**src/rtl/npc_redirect_pkg.sv**
```systemverilog
// Shared encodings for the next-PC redirect slice: decode kinds, FSM states, reset target.
package npc_redirect_pkg;

    localparam logic [31:0] PC_INIT_DEFAULT = 32'h0000_3000;

    typedef enum logic [2:0] {
        KIND_NONE = 3'd0,
        KIND_BEQ  = 3'd1,
        KIND_BNE  = 3'd2,
        KIND_J    = 3'd3,
        KIND_JAL  = 3'd4,
        KIND_JR   = 3'd5,
        KIND_JALR = 3'd6,
        KIND_RSVD = 3'd7
    } d_kind_e;

    typedef enum logic [1:0] {
        ST_IDLE      = 2'd0,
        ST_WAIT_OPND = 2'd1,
        ST_HOLD      = 2'd2
    } npc_state_e;

endpackage

```
**src/rtl/npc_redirect_if.sv**
```systemverilog
// Decode-to-PC redirect bundle; slave is the redirect block, master is the decode/PC side.
interface npc_redirect_if #(
    parameter int unsigned CNT_W = 16
);
    logic              d_valid;
    logic [31:0]       d_pc;
    logic [2:0]        d_kind;
    logic [15:0]       d_imm16;
    logic [25:0]       d_index26;
    logic [31:0]       rs_val;
    logic [31:0]       rt_val;
    logic              opnd_ready;
    logic              pc_en;
    logic              flush;
    logic              redirect_valid;
    logic [31:0]       redirect_npc;
    logic              d_stall;
    logic [31:0]       link_addr;
    logic [CNT_W-1:0]  taken_cnt;

    modport slave (
        input  d_valid, d_pc, d_kind, d_imm16, d_index26,
        input  rs_val, rt_val, opnd_ready, pc_en, flush,
        output redirect_valid, redirect_npc, d_stall, link_addr, taken_cnt
    );

    modport master (
        output d_valid, d_pc, d_kind, d_imm16, d_index26,
        output rs_val, rt_val, opnd_ready, pc_en, flush,
        input  redirect_valid, redirect_npc, d_stall, link_addr, taken_cnt
    );
endinterface

```
**src/rtl/npc_redirect_calc.sv**
```systemverilog
// Purely combinational branch/jump target, taken condition and link address.
module npc_calc
    import npc_redirect_pkg::*;
(
    input  d_kind_e     i_kind,
    input  logic [31:0] i_pc,
    input  logic [15:0] i_imm16,
    input  logic [25:0] i_index26,
    input  logic [31:0] i_rs,
    input  logic [31:0] i_rt,
    output logic        o_active,
    output logic        o_need_opnd,
    output logic        o_taken,
    output logic [31:0] o_target,
    output logic [31:0] o_link
);
    logic [31:0] w_pc4;
    logic [31:0] w_br_target;
    logic [31:0] w_j_target;

    assign w_pc4       = i_pc + 32'd4;
    assign w_br_target = w_pc4 + {{14{i_imm16[15]}}, i_imm16, 2'b00};
    assign w_j_target  = {w_pc4[31:28], i_index26, 2'b00};

    always_comb begin
        o_active    = 1'b0;
        o_need_opnd = 1'b0;
        o_taken     = 1'b0;
        o_target    = '0;
        o_link      = '0;
        case (i_kind)
            KIND_BEQ: begin
                o_active    = 1'b1;
                o_need_opnd = 1'b1;
                o_taken     = (i_rs == i_rt);
                o_target    = w_br_target;
            end
            KIND_BNE: begin
                o_active    = 1'b1;
                o_need_opnd = 1'b1;
                o_taken     = (i_rs != i_rt);
                o_target    = w_br_target;
            end
            KIND_J: begin
                o_active = 1'b1;
                o_taken  = 1'b1;
                o_target = w_j_target;
            end
            KIND_JAL: begin
                o_active = 1'b1;
                o_taken  = 1'b1;
                o_target = w_j_target;
                o_link   = i_pc + 32'd8;
            end
            KIND_JR: begin
                o_active    = 1'b1;
                o_need_opnd = 1'b1;
                o_taken     = 1'b1;
                o_target    = i_rs;
            end
            KIND_JALR: begin
                o_active    = 1'b1;
                o_need_opnd = 1'b1;
                o_taken     = 1'b1;
                o_target    = i_rs;
                o_link      = i_pc + 32'd8;
            end
            default: ;
        endcase
    end
endmodule

```
**src/rtl/npc_redirect.sv**
```systemverilog
// Next-PC redirect control: zero-latency redirect when the PC stage accepts,
// otherwise the target is parked in a hold register until it does.
module npc_redirect
    import npc_redirect_pkg::*;
#(
    parameter logic [31:0] PC_INIT = PC_INIT_DEFAULT,
    parameter int unsigned CNT_W   = 16
) (
    input  logic         clk,
    input  logic         reset,
    npc_redirect_if.slave bus
);
    npc_state_e       r_state;
    npc_state_e       w_next;
    logic [31:0]      r_hold;
    logic [CNT_W-1:0] r_cnt;

    logic        w_active;
    logic        w_need;
    logic        w_taken;
    logic [31:0] w_target;
    logic [31:0] w_link;
    logic        w_resolve;
    logic        w_rv;
    logic [31:0] w_npc;
    logic        w_stall;
    logic        w_inc;
    logic        w_cap;

    npc_calc u_calc (
        .i_kind      (d_kind_e'(bus.d_kind)),
        .i_pc        (bus.d_pc),
        .i_imm16     (bus.d_imm16),
        .i_index26   (bus.d_index26),
        .i_rs        (bus.rs_val),
        .i_rt        (bus.rt_val),
        .o_active    (w_active),
        .o_need_opnd (w_need),
        .o_taken     (w_taken),
        .o_target    (w_target),
        .o_link      (w_link)
    );

    always_comb begin
        w_next    = r_state;
        w_resolve = 1'b0;
        w_rv      = 1'b0;
        w_npc     = '0;
        w_stall   = 1'b0;
        w_inc     = 1'b0;
        w_cap     = 1'b0;
        case (r_state)
            ST_IDLE: begin
                if (bus.d_valid && w_active) begin
                    if (w_need && !bus.opnd_ready) begin
                        w_stall = 1'b1;
                        w_next  = ST_WAIT_OPND;
                    end else begin
                        w_resolve = 1'b1;
                    end
                end
            end
            ST_WAIT_OPND: begin
                if (bus.opnd_ready) w_resolve = 1'b1;
                else                w_stall   = 1'b1;
            end
            ST_HOLD: begin
                w_rv    = 1'b1;
                w_npc   = r_hold;
                w_stall = 1'b1;
                if (bus.pc_en) begin
                    w_next = ST_IDLE;
                    w_inc  = 1'b1;
                end
            end
            default: w_next = ST_IDLE;
        endcase

        if (w_resolve) begin
            w_next = ST_IDLE;
            if (w_taken) begin
                w_rv  = 1'b1;
                w_npc = w_target;
                if (bus.pc_en) begin
                    w_inc = 1'b1;
                end else begin
                    w_cap   = 1'b1;
                    w_stall = 1'b1;
                    w_next  = ST_HOLD;
                end
            end
        end

        // flush wins over any decision, including a parked redirect
        if (bus.flush) begin
            w_next  = ST_IDLE;
            w_rv    = 1'b0;
            w_npc   = '0;
            w_stall = 1'b0;
            w_inc   = 1'b0;
            w_cap   = 1'b0;
        end
    end

    always_ff @(posedge clk or negedge reset) begin
        if (!reset) begin
            r_state <= ST_IDLE;
            r_hold  <= PC_INIT;
            r_cnt   <= '0;
        end else begin
            r_state <= w_next;
            if (w_cap) r_hold <= w_target;
            if (w_inc && (r_cnt != '1)) r_cnt <= r_cnt + CNT_W'(1);
        end
    end

    // gate with reset so decode inputs cannot raise controls while reset is held
    assign bus.redirect_valid = w_rv & reset;
    assign bus.redirect_npc   = reset ? w_npc : '0;
    assign bus.d_stall        = w_stall & reset;
    assign bus.link_addr      = w_link;
    assign bus.taken_cnt      = r_cnt;
endmodule

```
**src/flat_wrapper.sv**
```systemverilog
// flat-port wrapper written by rule: the top's interface ports become plain ports
module npc_redirect_flat import npc_redirect_pkg::*;
#(
    parameter logic [31:0] PC_INIT = PC_INIT_DEFAULT,
    parameter int unsigned CNT_W   = 16
)
  (clk, reset, bus_d_valid, bus_d_pc, bus_d_kind, bus_d_imm16, bus_d_index26, bus_rs_val, bus_rt_val, bus_opnd_ready, bus_pc_en, bus_flush, bus_redirect_valid, bus_redirect_npc, bus_d_stall, bus_link_addr, bus_taken_cnt);
  npc_redirect_if #(.CNT_W(CNT_W)) bus_i ();
  input  logic clk;
  input  logic reset;
  input wire logic [$bits(bus_i.d_valid)-1:0] bus_d_valid;
  input wire logic [$bits(bus_i.d_pc)-1:0] bus_d_pc;
  input wire logic [$bits(bus_i.d_kind)-1:0] bus_d_kind;
  input wire logic [$bits(bus_i.d_imm16)-1:0] bus_d_imm16;
  input wire logic [$bits(bus_i.d_index26)-1:0] bus_d_index26;
  input wire logic [$bits(bus_i.rs_val)-1:0] bus_rs_val;
  input wire logic [$bits(bus_i.rt_val)-1:0] bus_rt_val;
  input wire logic [$bits(bus_i.opnd_ready)-1:0] bus_opnd_ready;
  input wire logic [$bits(bus_i.pc_en)-1:0] bus_pc_en;
  input wire logic [$bits(bus_i.flush)-1:0] bus_flush;
  output wire logic [$bits(bus_i.redirect_valid)-1:0] bus_redirect_valid;
  output wire logic [$bits(bus_i.redirect_npc)-1:0] bus_redirect_npc;
  output wire logic [$bits(bus_i.d_stall)-1:0] bus_d_stall;
  output wire logic [$bits(bus_i.link_addr)-1:0] bus_link_addr;
  output wire logic [$bits(bus_i.taken_cnt)-1:0] bus_taken_cnt;
  assign bus_i.d_valid = bus_d_valid;
  assign bus_i.d_pc = bus_d_pc;
  assign bus_i.d_kind = bus_d_kind;
  assign bus_i.d_imm16 = bus_d_imm16;
  assign bus_i.d_index26 = bus_d_index26;
  assign bus_i.rs_val = bus_rs_val;
  assign bus_i.rt_val = bus_rt_val;
  assign bus_i.opnd_ready = bus_opnd_ready;
  assign bus_i.pc_en = bus_pc_en;
  assign bus_i.flush = bus_flush;
  assign bus_redirect_valid = bus_i.redirect_valid;
  assign bus_redirect_npc = bus_i.redirect_npc;
  assign bus_d_stall = bus_i.d_stall;
  assign bus_link_addr = bus_i.link_addr;
  assign bus_taken_cnt = bus_i.taken_cnt;
  npc_redirect #(.PC_INIT(PC_INIT), .CNT_W(CNT_W)) u_core (.clk(clk), .reset(reset), .bus(bus_i));
endmodule
```
**config.mk**
```make
export PLATFORM = sky130hd
export DESIGN_NAME = npc_redirect_flat
export DESIGN_NICKNAME = d
export VERILOG_FILES = /design/src/rtl/npc_redirect_pkg.sv /design/src/rtl/npc_redirect_if.sv /design/src/rtl/npc_redirect_calc.sv /design/src/rtl/npc_redirect.sv /design/src/flat_wrapper.sv
export SDC_FILE = /design/constraint.sdc
export NUM_CORES = 1
export LEC_CHECK = 0
export ABC_AREA = 0
export CAP_MARGIN = 0
export CORE_ASPECT_RATIO = 0.75
export CORE_MARGIN = 2
export CORE_UTILIZATION = 40
export CTS_CLUSTER_DIAMETER = 40
export DETAILED_ROUTE_END_ITERATION = 16
export PLACE_DENSITY = 0.84
export SETUP_SLACK_MARGIN = 0.15
export SYNTH_ARGS = -nofsm -noshare
export SYNTH_HDL_FRONTEND = slang
export SYNTH_SLANG_ARGS = --single-unit
```
**constraint.sdc**
```tcl
create_clock -name clk -period 5.2 [get_ports clk]
set_clock_uncertainty 0.2 [all_clocks]
set_input_delay 0.52 -clock clk [delete_from_list [all_inputs] [get_ports clk]]
set_output_delay 0.52 -clock clk [all_outputs]
set_load 0.1 [all_outputs]
```
==> flow_summary.toml <==
[final_layout]
antennaDiodeCount = 0
layout_common_cells = "151 x clkdlybuf4s50_1, 123 x buf_4, 82 x nor2_1, 77 x xnor2_1, 71 x nand2_1"
final_core_utilization_pct = 65.8
nNetsFinal = 1292
layout_commonest_cell = "clkdlybuf4s50_1"
syn_to_final_growth_pct = 59.7
nFillCells = 1230
drive_gt1_share_pct = 22.1

[floorplan]
io_pins = 229
fp-row-count = 39
initial_core_util_pct = 41.2
die_h_um = 113
core_mm2 = 0.0153
die_w_um = 149
dieArea_mm2 = 0.0168

[place]
finalWeightedCongestion = 0.946
port_buffers = 228
dp_hpwl_um = 20500

[setup_path]
crit_arrival_ps = 5050
r2r_start = "u_core.r_state[0]"
rr_endpoint = "u_core.r_hold[4]"
r2r_slack_ps = 2290
worst_setup_path_end_kind = "flip-flop"
worstPathRequired_ps = 5240
reg2reg_depth = 8
path_class = "in -> reg"
worst-path-max-fanout = 3
cp-start-kind = "input pin"

[detailed_routing]
drtIter0Drc = 626
firstDrtPassIters = 7
viasPerCell = 5.86
ant_nets = 0
vias = 7704
drc_errors = 0
wl_per_cell_um = 20.0
drt_wl_total_um = 26200

[clock_network]
hold_buffers = 0
clk_pin_slew_ps = 80
cts_tree = "yes"
cts_buffer_depth = 2
insertion_delay_ps = 310
clockRootBuffer = "clkbuf_16"
htree_levels = 2
cts-buffers-inserted = 5
cts.sinks = 50

[global_route]
grt_max_degree = 51
grt_first_pass_wirelength_um = 39900
grt_pass1_vias = 7375
grt_overflow = 0
grt_usage_pct = 30.2
antenna_found_initial = 0

[sta]
worst_pin_slew_ps = 1000
fin_hold_ws_ps = 165
fmax_ghz = 0.199
setup_tns_ps = 0
setup_viol = 0
final_hold_viol_count = 0
slew_headroom_pct = 32.8
period_minus_slack_ps = 5020
timing.final.crit_share_pct = 96.4
grt_setup_unrepaired = "true"
slew_violations = 0

[yosys]
synthArstFlopShare_pct = 100
synth_area_leader_cell = "dfrtp_1"
yosysWarnings = 0
syn_nets = 1009
netlist_area_mm2 = 0.00631
ys_types = 66
ys.flop_type = "dfrtp_1"
yosysTopAreaCellShare_pct = 19.0
ys_ff_latch = 50
synth_edf_count = 0
ys_top_cells_by_area = "dfrtp_1 19%, xnor2_1 11%, ha_1 7.1%"
ys_seq_area_share_pct = 19.9
avgSynthCellArea_um2 = 7.65
synthCells = 825

[power]
p_total_uw = 2070
p_per_area_mw_per_mm2 = 205
p_leak_uw = 0.00418
vdd_ir_drop_max_v = 0.000192

[hold_path]
hold_class = "in -> async"

[outcome]
outcome = "complete, no violations"

[run]
max_cap_viol_count = 0
final cells by class:
type | instances | area (um^2) | area share, %
Sequential cell | 50 | 1250 | 12.4
Inverter | 16 | 60.1 | 0.596
Clock inverter | 3 | 25.0 | 0.248
Clock buffer | 5 | 125 | 1.24
Tap cell | 205 | 256 | 2.55
Multi-Input combinational cell | 712 | 5070 | 50.3
Timing Repair Buffer | 323 | 3290 | 32.6
per-layer routing:
layer	vias to the layer above	routed length [um]	part of all wire, %	global-route usage, %
li1	3593	-	-	-
met1	3653	11000	42	40.8
met2	408	12000	46	48.1
met3	50	2640	10	7.06
met4	0	690	2.6	9.14
met5	-	0	0	0
registers in the layout (all words and copies together) (netlist names):
register              cells
u_core.r_hold            32
u_core.r_state            2
u_core.bus.taken_cnt     16
per-stage QoR:
stage          setup WS, ps  std cells  cell area (um^2)
2_1_floorplan          -171        825              6400
3_3_place_gp           -107       1288              9580
3_5_place_dp           -255       1288              9580
4_1_cts                 156       1310              9910
5_1_grt               -16.6       1314             10100
6_report                185       1314             10100
power by group:
part | total, uW | internal [uW] | switching (uW)
Combinational | 1150 | 477 | 674
Clock | 351 | 182 | 170
Sequential | 564 | 493 | 71.1
what timing repair did:
item | in CTS | in global routing
pin swaps | 10 | 10
gates resized for setup | 22 | 36
gates cloned | 0 | 0
buffers inserted | 14 | 4
setup endpoints to repair | 14 | 17
how the worst max path moves through the flow:
stage / start / slack, ps / endpoint
2_1_floorplan: bus_d_pc[3] / -170 / bus_redirect_npc[22]
3_3_place_gp: bus_d_pc[4] / -110 / bus_redirect_npc[28]
3_5_place_dp: bus_d_pc[4] / -250 / bus_redirect_npc[28]
4_1_cts: bus_d_pc[12] / 160 / bus_redirect_npc[30]
5_1_grt: bus_d_pc[3] / -20 / u_core.r_hold[21]
6_report: bus_d_pc[3] / 180 / u_core.r_hold[21]
cells in the mapped netlist, drive strengths merged, types with 6 or more instances:
cell,count
nand2,73
xnor2,79
o21a,6
a22oi,30
o21ai,47
nand3,35
nand4,33
clkbuf,33
dfrtp,48
nor4,6
ha,36
xor2,38
inv,16
mux2,19
nor3,21
nor2,90
a21oi,65
buf,14
and3,21
and4,7
a21o,12
a31oi,10
mux2i,8
worst max-delay path, cell delays in order:
cell           delay (ps)
dlygate4sd2_1         240
ha_2                  200
nand4_1               170
nor2_2                170
and4_4                250
and3_4                190
nand2_1                80
xnor2_2               150
ha_1                  340
buf_4                 140
nand4_1               170
o41ai_4               450
xor2_1                210
a222oi_1              150
buf_4                 170
buf_4                 120
buf_4                 120
buf_4                 120
buf_4                 120
buf_4                 130
buf_4                 120
buf_4                 120
buf_4                 120
buf_4                 120
buf_4                 120
buf_4                 120
a21oi_2               100
logic make-up after synthesis:
kind of cell | share of synthesized area [%]
AOI/OAI and AO/OA | 23.3
xor gates and xnor gates | 16.2
adders and majority gates | 7.46
buffers and inverters | 4.34
DFF | 19.9
muxes | 5.25
and+or+nand+nor | 23.6
(Power assumes the default switching activity.)
